[src/rtl/contador_secuencia.sv]
// Programmable sequence counter: an index walks a DEPTH-entry table forward or
// backward over an adjustable length, and Q presents the table entry at that index.
module contador_secuencia #(
  parameter int WIDTH = 4,
  parameter int DEPTH = 8,
  parameter int AW    = 3
) (
  input  logic             C,
  input  logic             RN,
  input  logic             EN,
  input  logic             DIR,
  input  logic [AW:0]      LEN,
  input  logic             LOAD,
  input  logic [AW-1:0]    LIDX,
  input  logic             WE,
  input  logic [AW-1:0]    WADDR,
  input  logic [WIDTH-1:0] WDATA,
  output logic [WIDTH-1:0] Q,
  output logic [AW-1:0]    IDX,
  output logic             WRAP
);

  localparam logic [AW:0] depthLen = (AW+1)'(DEPTH);

  logic [WIDTH-1:0] seqTbl [DEPTH];
  logic [AW:0]      effLen, lastIdx, curIdx;
  logic [AW-1:0]    nxtIdx;
  logic             nxtWrap;
  logic             wrHit;

  // Out-of-range lengths (0 or above DEPTH) fall back to the full table.
  always_comb begin
    effLen  = (LEN != '0 && LEN <= depthLen) ? LEN : depthLen;
    lastIdx = effLen - (AW+1)'(1);
    curIdx  = {1'b0, IDX};
  end

  always_comb begin
    nxtIdx  = IDX;
    nxtWrap = 1'b0;
    if (LOAD) begin
      nxtIdx = ({1'b0, LIDX} < effLen) ? LIDX : '0;
    end else if (EN) begin
      if (DIR) begin
        if (curIdx >= lastIdx) begin
          nxtIdx  = '0;
          nxtWrap = 1'b1;
        end else begin
          nxtIdx = IDX + AW'(1);
        end
      end else begin
        // An index stranded beyond a freshly shrunk length re-enters at the top.
        if (IDX == '0 || curIdx >= effLen) begin
          nxtIdx  = lastIdx[AW-1:0];
          nxtWrap = 1'b1;
        end else begin
          nxtIdx = IDX - AW'(1);
        end
      end
    end
  end

  // Addresses beyond DEPTH match no entry, so such writes fall away.
  always_ff @(posedge C or negedge RN) begin
    if (!RN) begin
      for (int i = 0; i < DEPTH; i++) seqTbl[i] <= WIDTH'(i);
    end else if (WE) begin
      for (int i = 0; i < DEPTH; i++)
        if (WADDR == AW'(i)) seqTbl[i] <= WDATA;
    end
  end

  assign wrHit = WE && (WADDR == nxtIdx);

  always_ff @(posedge C or negedge RN) begin
    if (!RN) begin
      Q    <= '0;
      IDX  <= '0;
      WRAP <= 1'b0;
    end else begin
      Q    <= wrHit ? WDATA : seqTbl[nxtIdx];
      IDX  <= nxtIdx;
      WRAP <= nxtWrap;
    end
  end

endmodule
[config.mk]
export PLATFORM = sky130hd
export DESIGN_NAME = contador_secuencia
export DESIGN_NICKNAME = d
export VERILOG_FILES = /design/src/rtl/contador_secuencia.sv
export SDC_FILE = /design/constraint.sdc
export NUM_CORES = 1
export LEC_CHECK = 0
export BUFFER_PORTS_ARGS = -buffer_cell sky130_fd_sc_hd__buf_4
export CORE_MARGIN = 2
export CORE_UTILIZATION = 35
export DETAILED_ROUTE_END_ITERATION = 8
export RECOVER_POWER = 50
export SYNTH_ARGS = -nofsm -noshare
export SYNTH_HDL_FRONTEND = slang
export SYNTH_SLANG_ARGS = --single-unit
[constraint.sdc]
create_clock -name C -period 3.79 [get_ports C]
set_clock_uncertainty 0.15 [all_clocks]
set_input_delay 0 -clock C [delete_from_list [all_inputs] [get_ports C]]
set_output_delay 0 -clock C [all_outputs]
set_load 0.005 [all_outputs]
## After elaboration in Yosys (flattened, before gate mapping)

Cells that the tools add are included.

| cells by class | value |
|---|---|
| $add $sub $neg | 3 |
| multipliers | 0 |
| divide/modulo/power cells | 0 |
| magnitude comparators | 5 |
| equal/unequal tests | 8 |
| shift operators | 0 |
| multiplexer cells | 16 |
| bitwise operators | 1 |
| reduce and logical (&&, ||, !) cells | 14 |

Operator list:

| cell | number |
|---|---|
| two-way mux 3 bit | 6 |
| two-way mux 4 bit | 4 |
| AND reduction 2 bit | 8 |
| binary-select mux 4 bit (select 3 bit) | 1 |
| == test 3 bit (second input constant) | 4 |
| >= comparator 3 x 4 -> 1 bit | 2 |
| == test 3 x 2 -> 1 bit (second input constant) | 2 |
| zero test 3 bit | 2 |
| two-way mux 1 bit | 5 |
| >= comparator 4 bit (second input constant) | 1 |
| less-or-equal comparator 4 bit (second input constant) | 1 |
| < comparator 3 x 4 -> 1 bit | 1 |
| NOT 3 -> 4 bit | 1 |
| nonzero test 4 bit | 1 |
| subtractor 4 x 1 -> 4 bit (second input constant) | 1 |
| adder 3 x 1 -> 3 bit (second input constant) | 1 |
| == test 3 x 1 -> 1 bit (second input constant) | 1 |
| == test 3 bit | 1 |
| subtractor 3 x 1 -> 3 bit (second input constant) | 1 |
| logical AND 1 bit | 2 |
| logical OR 1 bit | 1 |

| storage, ports and cells | value |
|---|---|
| flip-flop bits (word level) | 40 |
| latch bits | 0 |
| RAM bits | 0 |
| memory bits (read-only) | 0 |
| input port bits | 20 |
| output and inout bits | 8 |
| word-level logic and storage cells | 58 |
| memories kept | 0 |

## Logic depth before layout (Yosys ltp)

Gate-level depths: netlist of run 1.

| depth | value |
|---|---|
| depth after elaboration | 14 |
| depth in mapped cells | 14 |
| gate-level depth less buffers | 13 |

## Worst setup path before layout of run 1

OpenSTA, ideal clock, no wires.

| timing | value |
|---|---|
| kind | input to register |
| start point | input port LEN[3] |
| end point | register Q[2] |
| setup time | 0.125 ns |
| arrival | 2.860 ns |
| required time | 3.515 ns |
| slack | 0.654 ns |
| stages | 13 |
| cell sequence | nand2b_1 -> ha_1 -> xor2_1 -> ha_1 -> and2_1 -> a221oi_1 -> o21ai_1 -> a21bo_1 -> buf_6 -> buf_6 -> a2111oi_0 -> nor4_1 -> mux2_4 |

| on the way | value |
|---|---|
| longest elaborated chain between the ends | 14 |

RTL lines:

| element | line | RTL |
|---|---|---|
| start, declared | 12 | `input logic [AW:0] LEN,` |
| less-or-equal comparator 4 bit or nonzero test 4 bit (tied branches) | 33 | `effLen = (LEN != '0 && LEN <= depthLen) ? LEN : depthLen;` |
| logical AND 1 bit | 33 |  |
| two-way mux 4 bit (*) | 33 |  |
| subtractor 4 x 1 -> 4 bit or >= comparator 3 x 4 -> 1 bit (tied branches) | 34, 53 |  |
| >= comparator 3 x 4 -> 1 bit or logical OR 1 bit (tied branches) | 45, 53 |  |
| two-way mux 3 bit (on tied branches) | 45, 53 |  |
| two-way mux 3 bit | 44 | `if (DIR) begin` |
| two-way mux 3 bit | 43 | `end else if (EN) begin` |
| two-way mux 3 bit (*) | 41 | `if (LOAD) begin` |
| NOT 3 -> 4 bit (implied by the code) | 81 | `Q <= wrHit ? WDATA : seqTbl[nxtIdx];` |
| binary-select mux 4 bit (select 3 bit) | 81 |  |
| two-way mux 4 bit (implied by the code) (2 in a row) | 81 |  |
| two-way mux 4 bit (*) | 81 |  |
| end signal, assigned | 81 |  |
| end, declared | 18 | `output logic [WIDTH-1:0] Q,` |

Mark *: on every way between the ends. The rest lies on a longest branch, timed or not. The select of a mux whose other input is x is not followed.
A chain may end at the register's enable or synchronous reset.

## Worst setup path in the final report of run 1

| timing | value |
|---|---|
| start point | register IDX[0] |
| end point | register Q[1] |

| on the way | value |
|---|---|
| longest elaborated chain between the ends | 11 |

RTL lines:

| element | line | RTL |
|---|---|---|
| start, declared | 19 | `output logic [AW-1:0] IDX,` |
| start signal, assigned | 82 | `IDX <= nxtIdx;` |
| >= comparator 3 x 4 -> 1 bit or zero test 3 bit (tied branches) | 53 | `if (IDX == '0 \|\| curIdx >= effLen) begin` |
| logical OR 1 bit | 53 |  |
| two-way mux 3 bit | 53 |  |
| two-way mux 3 bit (*) | 44 |  |
| two-way mux 3 bit (*) | 43 |  |
| two-way mux 3 bit (*) | 41 |  |
| via nxtIdx[2] | 27 | `logic [AW-1:0] nxtIdx;` |
| NOT 3 -> 4 bit (implied by the code) | 81 |  |
| binary-select mux 4 bit (select 3 bit) | 81 |  |
| two-way mux 4 bit (implied by the code) (2 in a row) | 81 |  |
| two-way mux 4 bit (*) | 81 |  |

The timed path passes the listed nets; every way through them passes the cells marked *. The select of a mux whose other input is x is not followed.

==> results.py, run 1 <==
metrics = {
    "min_path": {
        "hold_path_class": "in -> reg",
        "hp-start": "WADDR[1]",
        "min_to": "seqTbl[26]$_DFFE_PN0P_",
        "min_path_cells": 3,
    },
    "job": {
        "maxCapViolations": 1,
    },
    "logic_synthesis": {
        "ys_ff_latch": 40,
        "synth_edf_count": 0,
        "synthArstFlopShare_pct": 100,
        "synth.distinct_cells": 42,
        "synthTopCellsByArea": "dfrtp_1 29%, dfstp_2 13%, mux2_2 12%",
        "ys_seq_area_share_pct": 41.8,
        "synth_nets": 256,
        "synth_cells": 223,
        "yosysTopAreaCell": "dfrtp_1",
        "synth_common_cells": "28 x dfrtp_1, 25 x mux2_2, 24 x nand2_1, 20 x a21oi_1, 16 x a2111oi_0",
        "synth.most_common_cell": "dfrtp_1",
        "syn_avg_cell_area_um2": 10.9,
        "synthFlopType": "dfrtp_1",
        "ys_warn_count": 0,
        "synth_area_mm2": 0.00243,
        "synth_top_area_share_pct": 28.8,
    },
    "worst_setup_path": {
        "endpoint_kind": "flip-flop",
        "required_ns": 3.82,
        "crit_path_start_kind": "flip-flop",
        "arrival_ns": 3.37,
        "crit_fanout": 10,
        "r2r-end": "Q[1]$_DFF_PN0_",
        "worst-r2r-setup-slack_ns": 0.45,
        "critPathKind": "reg -> reg",
        "reg2reg_depth": 11,
        "r2r_start": "IDX[0]$_DFF_PN0_",
    },
    "finish": {
        "seqCellArea_mm2": 0.00102,
        "num-fill-cells": 653,
        "final_util_pct": 42.2,
        "antennaDiodeCount": 0,
        "fin_nets": 292,
        "drive_gt1_share_pct": 31.2,
        "multi_input_area_mm2": 0.00134,
        "area_growth_pct": 17.2,
    },
    "global_route": {
        "grt_pass1_vias": 1872,
        "grt_remaining_overflow": 0,
        "grt_pass1_wl_um": 9560,
        "grt_usage_pct": 16.2,
        "antenna_found_initial": 0,
        "grt_max_degree": 41,
    },
    "drt": {
        "ant_nets": 0,
        "drc": 0,
        "drt-pass1-iter-count": 6,
        "dr_total_vias": 1883,
        "viasPerCell": 5.54,
        "wl_um": 5710,
        "wl_per_cell_um": 16.8,
        "drtIter0Drc": 162,
    },
    "floorplan": {
        "core_region_area_mm2": 0.00676,
        "fp.dieArea_mm2": 0.00763,
        "start_util_pct": 36.0,
        "fp.dieW_um": 87.4,
        "die_h_um": 87.4,
        "rows": 30,
        "ioPinCount": 28,
    },
    "timing": {
        "worst_pin_slew_ns": 2.09,
        "tns_ns": 0,
        "period_needed_ns": 3.34,
        "fin_ws_ns": 0.449,
        "fin_crit_sh_pct": 88.2,
        "slew_viol_final": 41,
        "hold_violations": 0,
        "clock.fmax_mhz": 299,
        "finalSetupViolations": 0,
        "rsz0062_at_grt": "false",
        "slew_headroom_pct": -39.5,
    },
    "clock_tree": {
        "cts.sinks": 40,
        "insertion_delay_ns": 0.29,
        "htree_levels": 2,
        "cts_root_buffer": "clkbuf_8",
        "clkSlewWorstSetupHoldPaths_ns": 0.08,
        "clock_path_buffers": 2,
        "cts_tree": "built",
        "cts_buffers": 5,
    },
    "power_and_ir_drop": {
        "cellPowerDensity_mw_per_mm2": 460,
        "p_leak_nw": 1.21,
        "ir_worst_vdd_mv": 0.201,
    },
    "status": {
        "outcome": "complete, but fails checks",
        "violations": "capacitance limit, slew limit",
    },
    "placed_design": {
        "numPortBuffers": 27,
        "place_congestion": 0.826,
        "dp_hpwl_um": 4120,
        "post-place-ws_ns": 0.272,
    },
}
[registers in the layout (all words and copies together), names as in the netlist]
name    flops
IDX         3
Q           4
WRAP        1
seqTbl     32
[worst max-delay path, cell delays in order (launching register included)]
cell and delay, ns:
dfrtp_1 0.44, inv_1 0.20, ha_1 0.26, and2_1 0.16, o21ai_1 0.24, nand2_1 0.12
a211o_1 0.34, a31o_2 0.33, inv_2 0.17, xnor2_1 0.13, nand4_1 0.30, mux2_4 0.39
[how the worst max path moves through the flow]
| stage | start | to | depth (start not counted) |
|---|---|---|---|
| 4_1_cts | IDX[0]$_DFF_PN0_ | Q[0]$_DFF_PN0_ | 9 |
| 3_5_place_dp | LEN[3] | Q[0]$_DFF_PN0_ | 12 |
| 5_1_grt | IDX[0]$_DFF_PN0_ | Q[2]$_DFF_PN0_ | 9 |
| 6_report | IDX[0]$_DFF_PN0_ | Q[1]$_DFF_PN0_ | 11 |
| 2_1_floorplan | LEN[3] | Q[2]$_DFF_PN0_ | 13 |
| 3_3_place_gp | LEN[3] | Q[0]$_DFF_PN0_ | 12 |
[timing repair]
action	4_1_cts	5_1_grt
buffers inserted	0	0
hold buffers	8	0
hold endpoints to repair	77	0
resized for setup	0	0
[per-layer routing]
| metal | track usage [%] | wire length, um |
|---|---|---|
| met5 | 0 | 0 |
| met4 | 4.62 | 90 |
| met3 | 2.84 | 234 |
| met2 | 25.5 | 2670 |
| met1 | 22.8 | 2720 |
[placed cells by master, fill, tap and decap left out, types with 2 or more instances in the layout]
cell type	n
dfrtp_1	28
mux2_2	25
buf_4	25
nand2_1	24
a21oi_1	20
a2111oi_0	16
ha_1	13
dfstp_2	12
dlygate4sd3_1	8
nand2b_1	7
mux2_1	7
clkbuf_1	6
inv_1	5
nor2_1	5
clkbuf_8	5
xor2_1	4
nor3_1	4
nor4_1	4
mux2_4	4
nand4_1	3
inv_2	3
nand4b_1	3
and2_1	2
o21ai_1	2
a221oi_1	2
o21ai_0	2
nand3_1	2
xnor2_1	2
nor3b_1	2
[metrics by stage]
stage,power (mW),cells,hold slack [ns],instance area (um^2)
5_1_grt,1.40,340,0.0647,2850
4_1_cts,1.32,340,0.0379,2870
3_5_place_dp,1.04,324,-0.144,2710
6_report,1.31,340,0.0437,2850
2_1_floorplan,0.884,223,-0.446,2430
3_3_place_gp,1.04,324,-0.147,2710
[power by group]
group          internal [mW]  switching [mW]
Combinational          0.217           0.214
Sequential             0.548          0.0611
Clock                  0.129           0.142
Total                  0.894           0.417
[cells by family after synthesis]
kind of cell	count (synthesis)	share of synthesized area, %
XOR/XNOR	6	2.16
adder cells (fa/ha/maj)	13	6.69
flip-flops	40	41.8
multiplexers	37	17.7
buffers and inverters	16	3.09
AO/OA/AOI/OAI	52	16.0
AND/OR/NAND/NOR	59	12.6
[area by class of cell]
type | count | share of cell area [%]
clock buffers | 7 | 2.68
repair buffers | 37 | 9.92
multi-input cells | 167 | 47.0
well taps | 80 | 3.51
inverters | 8 | 1.05
clock inverters | 1 | 0.176
flip-flops and latches | 40 | 35.6
Power figures use the tool's default switching activity.
==> run 2: changes to the inputs <==
--- a/config.mk
+++ b/config.mk
@@ -5,11 +5,12 @@
 export SDC_FILE = /design/constraint.sdc
 export NUM_CORES = 1
 export LEC_CHECK = 0
+export ABC_CLOCK_PERIOD_IN_PS = 3790
 export BUFFER_PORTS_ARGS = -buffer_cell sky130_fd_sc_hd__buf_4
-export CORE_MARGIN = 2
 export CORE_UTILIZATION = 35
 export DETAILED_ROUTE_END_ITERATION = 8
 export RECOVER_POWER = 50
+export SLEW_MARGIN = 20
 export SYNTH_ARGS = -nofsm -noshare
 export SYNTH_HDL_FRONTEND = slang
 export SYNTH_SLANG_ARGS = --single-unit
==> results.py, run 2 (same netlist as run 1, synthesis figures left out) <==
metrics = {
    "status": {
        "outcome": "complete, but fails checks",
        "violations": "capacitance limit, slew limit",
    },
    "min_path": {
        "min_path_cells": 3,
        "hold_path_class": "in -> reg",
    },
    "global_route": {
        "antenna_found_initial": 0,
        "grt_pass1_vias": 1858,
        "grt_pass1_wl_um": 9410,
        "grt_usage_pct": 16.4,
        "grt_max_degree": 41,
        "grt_remaining_overflow": 0,
    },
    "power_and_ir_drop": {
        "cellPowerDensity_mw_per_mm2": 460,
        "ir_worst_vdd_mv": 0.259,
        "p_leak_nw": 1.23,
    },
    "floorplan": {
        "ioPinCount": 28,
        "rows": 30,
        "fp.dieW_um": 85.4,
        "start_util_pct": 36.0,
        "die_h_um": 85.4,
        "core_region_area_mm2": 0.00676,
        "fp.dieArea_mm2": 0.00729,
    },
    "worst_setup_path": {
        "critPathKind": "reg -> reg",
        "r2r_start": "IDX[0]$_DFF_PN0_",
        "endpoint_kind": "flip-flop",
        "worst-r2r-setup-slack_ns": 0.37,
        "crit_path_start_kind": "flip-flop",
        "r2r-end": "Q[2]$_DFF_PN0_",
        "reg2reg_depth": 10,
        "required_ns": 3.82,
        "arrival_ns": 3.45,
        "crit_fanout": 18,
        "critPathLaunch": "IDX[0]$_DFF_PN0_",
        "crit_end": "Q[2]$_DFF_PN0_",
    },
    "timing": {
        "finalSetupViolations": 0,
        "rsz0062_at_grt": "false",
        "tns_ns": 0,
        "slew_viol_final": 41,
        "worst_pin_slew_ns": 2.11,
        "fin_crit_sh_pct": 90.2,
        "clock.fmax_mhz": 293,
        "period_needed_ns": 3.42,
        "slew_headroom_pct": -40.9,
        "hold_violations": 0,
    },
    "job": {
        "maxCapViolations": 1,
    },
    "clock_tree": {
        "clock_path_buffers": 2,
        "insertion_delay_ns": 0.29,
        "cts_root_buffer": "clkbuf_8",
        "cts.sinks": 40,
        "post_cts_buffers": 0,
        "clkSlewWorstSetupHoldPaths_ns": 0.08,
        "cts_buffers": 5,
        "htree_levels": 2,
        "cts_tree": "built",
    },
    "finish": {
        "largest_register_ffs": 32,
        "layoutNonFillerInstCount": 342,
        "reg.largest.list": "seqTbl x32, Q x4, IDX x3",
        "fin_nets": 294,
        "area_growth_pct": 18.3,
        "final_area_mm2": 0.00288,
        "antennaDiodeCount": 0,
        "drive_gt1_share_pct": 32.8,
        "final_util_pct": 42.6,
        "top_register": "seqTbl",
        "layout_common_cells": "28 x dfrtp_1, 28 x buf_4, 25 x mux2_2",
    },
    "placed_design": {
        "dp.cells": 326,
        "dpl_cell_area_mm2": 0.00272,
        "place_congestion": 0.884,
        "numPortBuffers": 27,
        "dp_hpwl_um": 4100,
    },
    "drt": {
        "viasPerCell": 5.54,
        "dr_total_vias": 1894,
        "drc": 0,
        "wl_per_cell_um": 16.3,
        "drtIter0Drc": 149,
        "drt-pass1-iter-count": 4,
        "ant_nets": 0,
        "wl_um": 5580,
    },
}
[run 2: power by group]
group / internal, mW / total (mW) / switching, mW / leakage (nW)
registers: 0.548 / 0.604 / 0.0564 / 0.463
clock network: 0.128 / 0.281 / 0.153 / 0.0479
logic: 0.223 / 0.439 / 0.216 / 0.719
total: 0.899 / 1.32 / 0.425 / 1.23
[run 2: layer usage]
| metal | share of wire, % | GRT usage, % |
|---|---|---|
| met1 | 49 | 24.0 |
| met2 | 45 | 24.7 |
| met3 | 6.2 | 3.50 |
| met4 | 0.65 | 4.24 |
| met5 | 0 | 0 |
[run 2: area by class of cell]
class | instances | area, um^2
Clock buffer | 5 | 68.8
Timing Repair Buffer | 39 | 302
Clock inverter | 3 | 18.8
Multi-Input combinational cell | 167 | 1340
Fill cell | 656 | 3880
Inverter | 8 | 30.0
Tap cell | 80 | 100
Sequential cell | 40 | 1020
[run 2: repair_timing]
action / CTS / global route
endpoints found under the hold margin: 77 / 0
hold buffers: 8 / 0
gates resized for setup: 0 / 0
[run 2: worst min path at each step]
stage	start	end
CTS	WADDR[1]	seqTbl[27]$_DFFE_PN0P_
finish	WADDR[1]	seqTbl[27]$_DFFE_PN0P_
detailed placement	RN	seqTbl[30]$_DFFE_PN0P_
global route	WADDR[1]	seqTbl[27]$_DFFE_PN0P_
global placement	RN	seqTbl[30]$_DFFE_PN0P_
floorplan	RN	IDX[0]$_DFF_PN0_
[run 2: per-stage QoR]
step	hold slack, ns	power, mW	worst slack [ns]
final	0.0611	1.32	0.372
after global routing	0.0716	1.41	0.121
after CTS	0.0499	1.33	0.403
after detailed placement	-0.143	1.04	0.374
after global placement	-0.148	1.04	0.417
after floorplan	-0.446	0.884	0.654
[run 2: critical path, stage by stage (launching register included)]
cell       delay [ns]
dfrtp_1          0.43
inv_1            0.20
ha_1             0.27
and2_1           0.16
o21ai_1          0.25
nand2_1          0.12
o31a_1           0.28
a21bo_1          0.37
a2111oi_0        0.69
nor4_1           0.13
mux2_4           0.28
==> run 3: changes to the inputs <==
--- a/config.mk
+++ b/config.mk
@@ -6,9 +6,9 @@
 export NUM_CORES = 1
 export LEC_CHECK = 0
 export ABC_CLOCK_PERIOD_IN_PS = 3790
-export BUFFER_PORTS_ARGS = -buffer_cell sky130_fd_sc_hd__buf_4
 export CORE_UTILIZATION = 35
 export DETAILED_ROUTE_END_ITERATION = 8
+export DONT_BUFFER_PORTS = 1
 export RECOVER_POWER = 50
 export SLEW_MARGIN = 20
 export SYNTH_ARGS = -nofsm -noshare
==> results.py, run 3 (same netlist as run 1, synthesis figures left out) <==
metrics = {
    "status": {
        "outcome": "complete, but fails checks",
        "violations": "capacitance limit, slew limit",
    },
    "placed_design": {
        "dpl_cell_area_mm2": 0.00251,
        "dp_hpwl_um": 3990,
        "numPortBuffers": 0,
        "place_congestion": 0.848,
    },
    "finish": {
        "antennaDiodeCount": 0,
        "layout_common_cells": "28 x dfrtp_1, 25 x mux2_2, 24 x nand2_1",
        "drive_gt1_share_pct": 25.1,
        "top_register": "seqTbl",
        "final_common_cell": "dfrtp_1",
        "area_growth_pct": 15.1,
        "fin_nets": 275,
        "largest_register_ffs": 32,
        "final_area_mm2": 0.00280,
        "num-fill-cells": 652,
        "reg.largest.list": "seqTbl x32, Q x4, IDX x3",
    },
    "global_route": {
        "grt_remaining_overflow": 0,
        "grt_pass1_vias": 1768,
        "antenna_found_initial": 0,
        "grt_max_degree": 41,
        "grt_pass1_wl_um": 9360,
        "grt_usage_pct": 16.6,
    },
    "worst_setup_path": {
        "worstPathCellList": "inv_1 -> ha_1 -> and2_1 -> o21ai_1 -> nand2_1 -> o31a_1 -> a21bo_1 -> a2111oi_0 -> nor4_1 -> mux2_4",
        "crit_fanout": 18,
        "endpoint_kind": "flip-flop",
        "critPathLaunch": "IDX[0]$_DFF_PN0_",
        "arrival_ns": 3.36,
        "crit_path_start_kind": "flip-flop",
        "cpMaxStageDelayCell": "a2111oi_0",
        "slowest_delay_ns": 0.55,
        "critPathKind": "reg -> reg",
        "path_delay_family": "compound AO/OA/AOI/OAI gates",
        "path_buf_inv": 1,
        "r2r_start": "IDX[0]$_DFF_PN0_",
        "required_ns": 3.82,
    },
    "power_and_ir_drop": {
        "p_leak_nw": 1.16,
        "clockPowerShare_pct": 28.0,
        "p_switching_mw": 0.410,
        "switching_share_pct": 29.7,
        "combPwrFrac_pct": 27.5,
        "cellPowerDensity_mw_per_mm2": 492,
        "ir_worst_vdd_mv": 0.200,
        "p_int_mw": 0.969,
        "seq_power_share_pct": 44.5,
    },
    "timing": {
        "clock.fmax_mhz": 300,
        "finalSetupViolations": 0,
        "hold_violations": 0,
        "hold_ws_ns": 0.0167,
        "worst_pin_slew_ns": 2.13,
        "slew_headroom_pct": -41.7,
        "rsz0062_at_grt": "false",
        "slew_viol_final": 41,
        "tns_ns": 0,
        "period_needed_ns": 3.33,
        "fin_crit_sh_pct": 87.8,
    },
    "floorplan": {
        "die_h_um": 85.4,
        "ioPinCount": 28,
        "fp.dieArea_mm2": 0.00729,
        "core_region_area_mm2": 0.00676,
        "fp.dieW_um": 85.4,
        "rows": 30,
        "start_util_pct": 36.0,
    },
    "drt": {
        "wl_um": 5650,
        "wl_per_cell_um": 17.5,
        "drc": 0,
        "ant_nets": 0,
        "viasPerCell": 5.61,
        "drtIter0Drc": 189,
        "dr_total_vias": 1813,
        "drt-pass1-iter-count": 4,
    },
    "clock_tree": {
        "post_cts_buffers": 0,
        "cts.sinks": 40,
        "clkSlewWorstSetupHoldPaths_ns": 0.08,
        "clock_path_buffers": 2,
        "cts_root_buffer": "clkbuf_8",
        "htree_levels": 2,
        "insertion_delay_ns": 0.30,
        "cts_tree": "built",
        "cts_buffers": 5,
    },
    "min_path": {
        "hold_path_class": "in -> reg",
        "hp-start": "WE",
    },
    "job": {
        "maxCapViolations": 1,
    },
}
-- run 3: layer usage --
metal / up-vias / wire [um] / share of wire (%) / GRT usage [%]
met2: 62 / 2410 / 43 / 23.4
met1: 863 / 2710 / 48 / 24.5
met4: 0 / 61 / 1.1 / 5.45
met5: - / 0 / 0 / 0
met3: 8 / 465 / 8.2 / 4.47
li1: 880 / - / - / -
-- run 3: timing repair --
item | in CTS | in global routing
hold buffers | 17 | 0
hold endpoints to repair | 78 | 0
gates resized for setup | 0 | 0
-- run 3: path summary, 6_finish.rpt --
check                                          to  cells after the start  slack, ns
max                                Q[2]$_DFF_PN0_                     10       0.46
max in group asynchronous          Q[2]$_DFF_PN0_                      2       1.56
min reg2reg                seqTbl[28]$_DFFE_PN0P_                      1       0.34
max reg2reg                        Q[2]$_DFF_PN0_                     10       0.46
min in group asynchronous  seqTbl[30]$_DFFE_PN0P_                      2       0.70
min                        seqTbl[27]$_DFFE_PN0P_                      3       0.02
-- run 3: layout make-up --
| class | instances | area, um^2 | share of cell area [%] |
|---|---|---|---|
| tap | 80 | 100 | 3.57 |
| multi-input combinational | 167 | 1340 | 47.9 |
| clock inverter | 1 | 30.0 | 1.07 |
| timing repair buffer | 20 | 186 | 6.66 |
| sequential | 40 | 1020 | 36.3 |
| clock buffer | 7 | 96.3 | 3.44 |
| inverter | 8 | 30.0 | 1.07 |
-- run 3: power by group through the flow --
stage	Sequential [mW]	Combinational [mW]	Clock, mW
5_1_grt	0.627	0.425	0.412
6_report	0.613	0.379	0.387
3_3_place_gp	0.619	0.335	0
4_1_cts	0.614	0.380	0.394
2_1_floorplan	0.596	0.288	0
3_5_place_dp	0.621	0.342	0
-- run 3: through the flow --
| step | std cells | power [mW] | util (%) | setup WS [ns] |
|---|---|---|---|---|
| after floorplan | 223 | 0.884 | - | 0.654 |
| after global placement | 298 | 0.954 | 37.1 | 0.565 |
| after detailed placement | 298 | 0.963 | 37.1 | 0.506 |
| after CTS | 323 | 1.39 | 41.7 | 0.505 |
| after global routing | 323 | 1.46 | 41.4 | 0.133 |
| final | 323 | 1.38 | 41.4 | 0.462 |
-- run 3: worst reg2reg max path, delay by kind of cell (launching register included) --
| kind | cells | cell delay [ns] |
|---|---|---|
| AO/OA/AOI/OAI | 4 | 1.47 |
| flip-flops | 1 | 0.44 |
| AND/OR/NAND/NOR | 3 | 0.40 |
| adder cells (fa/ha/maj) | 1 | 0.31 |
| buffers and inverters | 1 | 0.16 |
| multiplexers | 1 | 0.27 |
